## src/rtl/iob_fifo_wr_arb.sv

```systemverilog
// Round-robin packet arbiter: grants one requester at a time exclusive write
// access to a FIFO, admitting a packet only when a maximum-length packet fits.
module iob_fifo_wr_arb #(
    parameter int unsigned N_REQ       = 4,
    parameter int unsigned DATA_W      = 32,
    parameter int unsigned ADDR_W      = 8,
    parameter int unsigned MAX_PKT_LEN = 16
) (
    input  logic                      clk_i,
    input  logic                      arst_i,
    input  logic                      cke_i,
    input  logic                      rst_i,
    input  logic [N_REQ-1:0]          req_valid_i,
    input  logic [N_REQ*DATA_W-1:0]   req_data_i,
    input  logic [N_REQ-1:0]          req_last_i,
    output logic [N_REQ-1:0]          req_ready_o,
    output logic                      fifo_w_en_o,
    output logic [DATA_W-1:0]         fifo_w_data_o,
    input  logic                      fifo_w_full_i,
    input  logic [ADDR_W:0]           fifo_level_i,
    output logic [N_REQ-1:0]          grant_o,
    output logic                      err_o
);

    localparam int unsigned PTR_W = (N_REQ > 1) ? $clog2(N_REQ) : 1;
    localparam int unsigned CNT_W = $clog2(MAX_PKT_LEN + 1);
    localparam int unsigned LVL_W = ADDR_W + 1;

    typedef enum logic {
        IDLE = 1'b0,
        LOCK = 1'b1
    } state_t;

    state_t             state_q, state_d;
    logic [N_REQ-1:0]   grant_q, grant_d;
    logic [PTR_W-1:0]   gidx_q,  gidx_d;
    logic [PTR_W-1:0]   ptr_q,   ptr_d;
    logic [CNT_W-1:0]   cnt_q,   cnt_d;
    logic               err_q,   err_d;

    logic [LVL_W-1:0]   free_c;
    logic               admit_c;
    logic               win_found_c;
    logic [PTR_W-1:0]   win_idx_c;
    logic               lock_c;
    logic               sel_valid_c;
    logic               sel_last_c;
    logic               beat_c;

    // Free space and admission against a worst-case packet
    assign free_c  = LVL_W'(2 ** ADDR_W) - fifo_level_i;
    assign admit_c = (free_c >= LVL_W'(MAX_PKT_LEN));

    // Round-robin search: first valid index upward from ptr+1, wrapping
    always_comb begin
        int unsigned j;
        j           = 0;
        win_found_c = 1'b0;
        win_idx_c   = '0;
        for (int unsigned i = 1; i <= N_REQ; i++) begin
            j = (32'(ptr_q) + i) % N_REQ;
            if (!win_found_c && req_valid_i[PTR_W'(j)]) begin
                win_found_c = 1'b1;
                win_idx_c   = PTR_W'(j);
            end
        end
    end

    assign lock_c      = (state_q == LOCK);
    assign sel_valid_c = req_valid_i[gidx_q];
    assign sel_last_c  = req_last_i[gidx_q];
    assign beat_c      = lock_c & sel_valid_c & ~fifo_w_full_i & cke_i & ~rst_i;

    assign req_ready_o   = (lock_c && !fifo_w_full_i && !rst_i) ? grant_q : '0;
    assign fifo_w_en_o   = beat_c;
    assign fifo_w_data_o = req_data_i[32'(gidx_q)*DATA_W +: DATA_W];
    assign grant_o       = grant_q;
    assign err_o         = err_q;

    // Next-state: grant on admission in IDLE, count beats and release in LOCK
    always_comb begin
        state_d = state_q;
        grant_d = grant_q;
        gidx_d  = gidx_q;
        ptr_d   = ptr_q;
        cnt_d   = cnt_q;
        err_d   = err_q;
        case (state_q)
            IDLE: begin
                if (admit_c && win_found_c) begin
                    state_d = LOCK;
                    gidx_d  = win_idx_c;
                    grant_d = N_REQ'(1) << win_idx_c;
                    cnt_d   = '0;
                end
            end
            LOCK: begin
                if (beat_c) begin
                    if (sel_last_c || (cnt_q == CNT_W'(MAX_PKT_LEN - 1))) begin
                        state_d = IDLE;
                        grant_d = '0;
                        ptr_d   = gidx_q;
                        cnt_d   = '0;
                        if (!sel_last_c) begin
                            err_d = 1'b1;
                        end
                    end else begin
                        cnt_d = cnt_q + CNT_W'(1);
                    end
                end
            end
            default: begin
                state_d = IDLE;
                grant_d = '0;
            end
        endcase
    end

    // State registers: async reset, clock enable, synchronous clear
    always_ff @(posedge clk_i or posedge arst_i) begin
        if (arst_i) begin
            state_q <= IDLE;
            grant_q <= '0;
            gidx_q  <= '0;
            ptr_q   <= PTR_W'(N_REQ - 1);
            cnt_q   <= '0;
            err_q   <= 1'b0;
        end else if (cke_i) begin
            if (rst_i) begin
                state_q <= IDLE;
                grant_q <= '0;
                gidx_q  <= '0;
                ptr_q   <= PTR_W'(N_REQ - 1);
                cnt_q   <= '0;
                err_q   <= 1'b0;
            end else begin
                state_q <= state_d;
                grant_q <= grant_d;
                gidx_q  <= gidx_d;
                ptr_q   <= ptr_d;
                cnt_q   <= cnt_d;
                err_q   <= err_d;
            end
        end
    end

endmodule

```

## config.mk

```make
export PLATFORM = sky130hd
export DESIGN_NAME = iob_fifo_wr_arb
export DESIGN_NICKNAME = d
export VERILOG_FILES = /design/src/rtl/iob_fifo_wr_arb.sv
export SDC_FILE = /design/constraint.sdc
export NUM_CORES = 1
export LEC_CHECK = 0
export BUFFER_PORTS_ARGS = -buffer_cell sky130_fd_sc_hd__buf_2
export CAP_MARGIN = 40
export CORE_MARGIN = 1
export CORE_UTILIZATION = 32
export DETAILED_ROUTE_END_ITERATION = 6
export MAX_ROUTING_LAYER = met4
export PLACE_DENSITY_LB_ADDON = 0.25
export SLEW_MARGIN = 5
export SYNTH_ARGS = -nofsm -noshare
export SYNTH_HDL_FRONTEND = slang
export SYNTH_SLANG_ARGS = --single-unit
```

## constraint.sdc

```tcl
create_clock -name clk_i -period 1.9 [get_ports clk_i]
set_input_delay 0.285 -clock clk_i [delete_from_list [all_inputs] [get_ports clk_i]]
set_output_delay 0.285 -clock clk_i [all_outputs]
set_load 0.05 [all_outputs]
```

==> results.toml, run 1 <==
[final_layout]
ff_latch_area_sq_um = 379
fin_area_sq_um = 3410
fillers = 429
layout.nets = 514
utilization_pct = 65.1
areaGrowthSynthToFinish_pct = 92.1
multi_input_area_sq_um = 1370
layout-drive-gt1-share_pct = 77.3

[power_and_ir_drop]
p_per_area_nw_per_um2 = 815
cellLeakagePower_nw = 1.66
irDropWorstVdd_mv = 0.438

[route]
drtIter0Drc = 67
wire_per_inst_microns = 17.6
first_pass_iters = 4
drc = 0
antenna_left = 0
via_count = 2275
wirelength_mm = 7.68
vias_per_cell = 5.23

[critical_path]
worstRegToRegCells = 6
path_cells = "buf_6 > mux4_2 > nor4b_4 > buf_4 > a21oi_4 > mux2_4"
cp_slowest_cell = "mux4_2"
worstSetupPathType = "reg -> reg"
critPathMaxFanout = 4
startpoint_type = "register"
worstPathRequired_ns = 2.04
arrival_ns = 2.14
setup.worst_path.end_class = "register"
path_depth = 6
crit_buf_inv = 2
path_delay_family = "multiplexers"
cpPeakStageDelay_ns = 0.54

[clock_tree]
root_buffer = "clkbuf_8"
path_clk_slew_ns = 0.07
htreeDepth = 1
cts_tree = "built"
clock-sinks = 15
numCtsBuffers = 3
insertion_delay_ns = 0.25
max-clock-path-buffers = 2
hold_buffers = 0

[logic_synthesis]
synth_warnings = 0
synth.avg_cell_area_sq_um = 12.2
syn_nets = 297
netlist_area_sq_um = 1770
syn-instance-count = 145
synthFlopType = "dfrtp_1"
synth.ff_latch_count = 15
yosys.area.top_type_share_pct = 43.2
yosysMostFrequentCell = "mux4_2"
ys_seq_area_share_pct = 21.3
synth-async-reset-ratio_pct = 100
yosys-top-cells-count = "mux4_2 (34), dfrtp_1 (13), nor2_1 (12)"
synth.distinct_cells = 40
ys_top_cells_by_area = "mux4_2 (43%), dfrtp_1 (18%), mux2_4 (3.4%)"
synth_top_area_cell = "mux4_2"
synth-edff-count = 0

[placement]
io_buffers = 191
post_dp_cell_area_sq_um = 2920
place.gp.congestion = 0.905
preCtsSetupSlack_ns = -0.0218
dp_hpwl_mm = 6.05

[timing]
finalCritPeriodShare_pct = 105
fin_worst_skew_ns = 0.00491
final_max_slew_viol_count = 0
max_slew_margin_pct = 60.1
worst_slack_ns = -0.0936
setup_viol = 38
tightest_slew_ns = 0.598
fin_setup_tns_ns = -1.27
fin_crit_ns = 1.99
max_freq_mhz = 502
rsz0062_at_grt = "true"
hold_viol_final = 0

[die]
core_sq_um = 5240
die-area_sq_um = 5850
row_count = 26
die_w_microns = 76.5
die_h_microns = 76.5
start_util_pct = 33.9
ios = 192

[global_routing]
grt_max_degree = 35
antenna_found_initial = 4
grt_usage_pct = 27.0
grt_pass1_vias = 2370
overflow = 0
grt_pass1_wl_mm = 11.9

[min_path]
min_path_type = "in -> async"

[job]
maxCapViolations = 0

[run_status]
violations = "setup timing"
status = "finished with violations"
kinds of logic after synthesis:
logic type | Yosys count | share of synthesized area [%]
adder cells (fa/ha/maj) | 2 | 1.41
flip-flops | 15 | 21.3
buffers and inverters | 15 | 3.88
AO/OA/AOI/OAI | 25 | 10.2
AND/OR/NAND/NOR | 48 | 15.5
multiplexers | 40 | 47.7
per-stage QoR:
stage | total power, mW | hold slack, ns | instances
2_1_floorplan | 1.65 | 0.185 | 145
3_3_place_gp | 2.08 | 0.372 | 414
3_5_place_dp | 2.09 | 0.374 | 414
4_1_cts | 2.72 | 0.0977 | 427
5_1_grt | 2.90 | 0.137 | 435
6_report | 2.78 | 0.0858 | 435
routing by layer:
metal  part of all wire, %  vias up  GRT usage [%]
li1                      -     1038              -
met1                    38     1092           30.2
met2                    50      125           46.0
met3                   9.0       20           8.14
met4                   2.5        0           8.65
met5                     0        -              -
registers in the layout, indices dropped and copies added, names as in the netlist:
register and flops:
lock_c 1, grant_o 4, err_o 1, ptr_q 2
cnt_q 5, gidx_q 2
cell type report:
class	instances	area share [%]
Antenna cell	4	0.294
Clock buffer	3	1.21
Clock inverter	1	0.220
Inverter	6	0.661
Multi-Input combinational cell	115	40.1
Sequential cell	15	11.1
Tap cell	70	2.57
Timing Repair Buffer	221	43.8
what timing repair did:
action | 4_1_cts | 5_1_grt
pin swaps | 3 | 7
setup endpoints to repair | 34 | 44
resized for setup | 73 | 11
setup buffers | 7 | 3
cloned | 2 | 1
final timing paths:
kind,startpoint,to,slack [ns]
max,gidx_q[0],grant_o[2],-0.09
min,arst_i,grant_o[0],0.09
max reg2reg,gidx_q[0],grant_o[2],-0.09
min reg2reg,ptr_q[0],ptr_q[0],0.50
max in group asynchronous,arst_i,gidx_q[0],1.39
min in group clk_i,cke_i,err_o,0.37
cell usage in the layout (no fill, tap or decap), drive strengths merged, types with 2 or more instances in the layout:
master / count
nor2b: 3
o211ai: 2
and3: 2
a22o: 2
nor4: 4
mux4: 34
nor3b: 2
nand2b: 4
nand3: 5
ha: 2
mux2: 4
buf: 220
nor2: 12
a32o: 2
dfrtp: 13
diode: 4
clkbuf: 4
o21ai: 10
nor4b: 2
and2: 4
mux2i: 2
dfstp: 2
nand2: 5
a21oi: 3
inv: 6
where the power goes:
part	total [mW]	internal, mW	leakage, nW	switching, mW
Combinational	2.08	0.956	1.44	1.13
Clock	0.274	0.148	0.0217	0.126
Sequential	0.420	0.370	0.197	0.0493
Note: power is estimated with default switching activity, not from simulation.
==> run 2: changes to the inputs <==
==> constraint.sdc (replaced) <==
create_clock -name clk_i -period 1.9 [get_ports clk_i]
set_input_delay 0.19 -clock clk_i [delete_from_list [all_inputs] [get_ports clk_i]]
set_output_delay 0.19 -clock clk_i [all_outputs]
set_load 0.05 [all_outputs]
==> run 2 against run 1 <==
  * The run now ends clean
  * Clock power is 3% lower
  * Final cell count is 3.7% lower
  * Design area is 12% lower
  * Highest routed layer unchanged
  * Largest power group unchanged
==> results.toml, run 2 (synthesis results as in run 1) <==
[critical_path]
path_delay_family = "multiplexers"
r2r-end = "grant_o[2]"
cpPeakStageDelay_ns = 0.58
arrival_ns = 2.03
worstPathRequired_ns = 2.03
path_cells = "mux4_2 > nor4b_4 > buf_4 > a21oi_4 > mux2_4"
r2r_slack_ns = 0.004
critPathMaxFanout = 4
setup.worst_path.end_class = "register"
worstSetupPathType = "reg -> reg"
crit-reg2reg-launch = "gidx_q[0]"
cp_slowest_cell = "mux4_2"
startpoint_type = "register"
worstRegToRegCells = 5
crit_buf_inv = 1

[clock_tree]
max-clock-path-buffers = 2
root_buffer = "clkbuf_8"
cts_tree = "built"
clock-sinks = 15
insertion_delay_ns = 0.25
path_clk_slew_ns = 0.06
htreeDepth = 1
numCtsBuffers = 3

[timing]
hold_viol_final = 0
max_slew_margin_pct = 59.7
tightest_slew_ns = 0.604
fin_setup_tns_ns = 0
worst_slack_ns = 0.00421
setup_viol = 0
rsz0062_at_grt = "true"
finalCritPeriodShare_pct = 99.8
fin_crit_ns = 1.90
final_max_slew_viol_count = 0
max_freq_mhz = 527
fin_worst_skew_ns = 0.00204

[global_routing]
grt_pass1_vias = 2124
busiest_layer = "met2"
antenna_found_initial = 4
grt_max_degree = 24
overflow = 0
use_met3_pct = 8.14
grt_usage_pct = 24.1
met2_usage_pct = 41.8
grt_pass1_wl_mm = 10.6
grt_use_met1_pct = 27.2

[power_and_ir_drop]
cellLeakagePower_nw = 1.48
irDropWorstVdd_mv = 0.419
p_per_area_nw_per_um2 = 790

[placement]
preCtsSetupSlack_ns = 0.0582
place.gp.congestion = 0.847
dp_hpwl_mm = 6.01
post_dp_cell_area_sq_um = 2870
io_buffers = 191
dp_cells = 408

[route]
drc = 0
drtIter0Drc = 40
wirelength_mm = 6.88
first_pass_iters = 4
wire_per_inst_microns = 16.4
via_count = 2141
vias_per_cell = 5.11
antenna_left = 0

[job]
maxCapViolations = 0

[die]
start_util_pct = 33.9
die-area_sq_um = 5850
core_sq_um = 5240
die_w_microns = 76.5
die_h_microns = 76.5
row_count = 26
ios = 192

[final_layout]
fillers = 478
utilization_pct = 57.0
areaGrowthSynthToFinish_pct = 68.2
layout_common_cells = "buf_2 (190), mux4_2 (34), nor2_1 (12), dfrtp_1 (12), buf_4 (12)"
regMostFlops = "cnt_q"
layout-drive-gt1-share_pct = 74.8
layout_commonest_cell = "buf_2"
largest_reg_flops = 5
fin_area_sq_um = 2980
layout.nets = 498
fin_cells = 419

[run_status]
status = "finished clean"

[min_path]
min_path_type = "in -> async"
run 2: power breakdown:
| group | switching (mW) | internal [mW] | total [mW] |
|---|---|---|---|
| clock | 0.116 | 0.149 | 0.265 |
| sequential | 0.0455 | 0.371 | 0.416 |
| combinational | 1.03 | 0.644 | 1.68 |
run 2: what timing repair did:
action	in CTS	in global routing
hold buffers	0	0
resized for setup	4	5
endpoints found under the setup margin	32	29
buffers inserted	0	3
pin swaps	0	3
run 2: worst max-delay path by stage:
stage	start	to	slack (ns)	depth (start not counted)
after global routing	gidx_q[0]	fifo_w_data_o[27]	-0.05	3
after CTS	gidx_q[0]	fifo_w_data_o[11]	0.004	3
after global placement	cnt_q[1]	cnt_q[4]	0.08	8
final	gidx_q[0]	grant_o[2]	0.004	5
after floorplan	gidx_q[0]	grant_o[0]	-0.006	5
after detailed placement	cnt_q[1]	cnt_q[2]	0.06	8
run 2: through the flow:
stage / power [mW] / hold WS [ns]
final: 2.36 / 0.000593
after global routing: 2.48 / 0.0516
after CTS: 2.36 / 0.0147
after detailed placement: 2.07 / 0.285
after global placement: 2.06 / 0.278
after floorplan: 1.65 / 0.0900
run 2: routing by layer:
metal	part of all wire (%)	routed length, microns
met5	0	0
met3	8.8	607
met1	39	2680
met2	51	3490
met4	1.4	95
run 2: area by class of cell:
class                   count  area (sq um)  share of cell area (%)
flip-flops and latches     15           379                    12.7
diodes                      4          10.0                   0.335
repair buffers            205          1080                    36.2
inverters                   6          22.5                   0.755
well taps                  70          87.6                    2.94
clock buffers               4          45.0                    1.51
multi-input cells         115          1360                    45.6
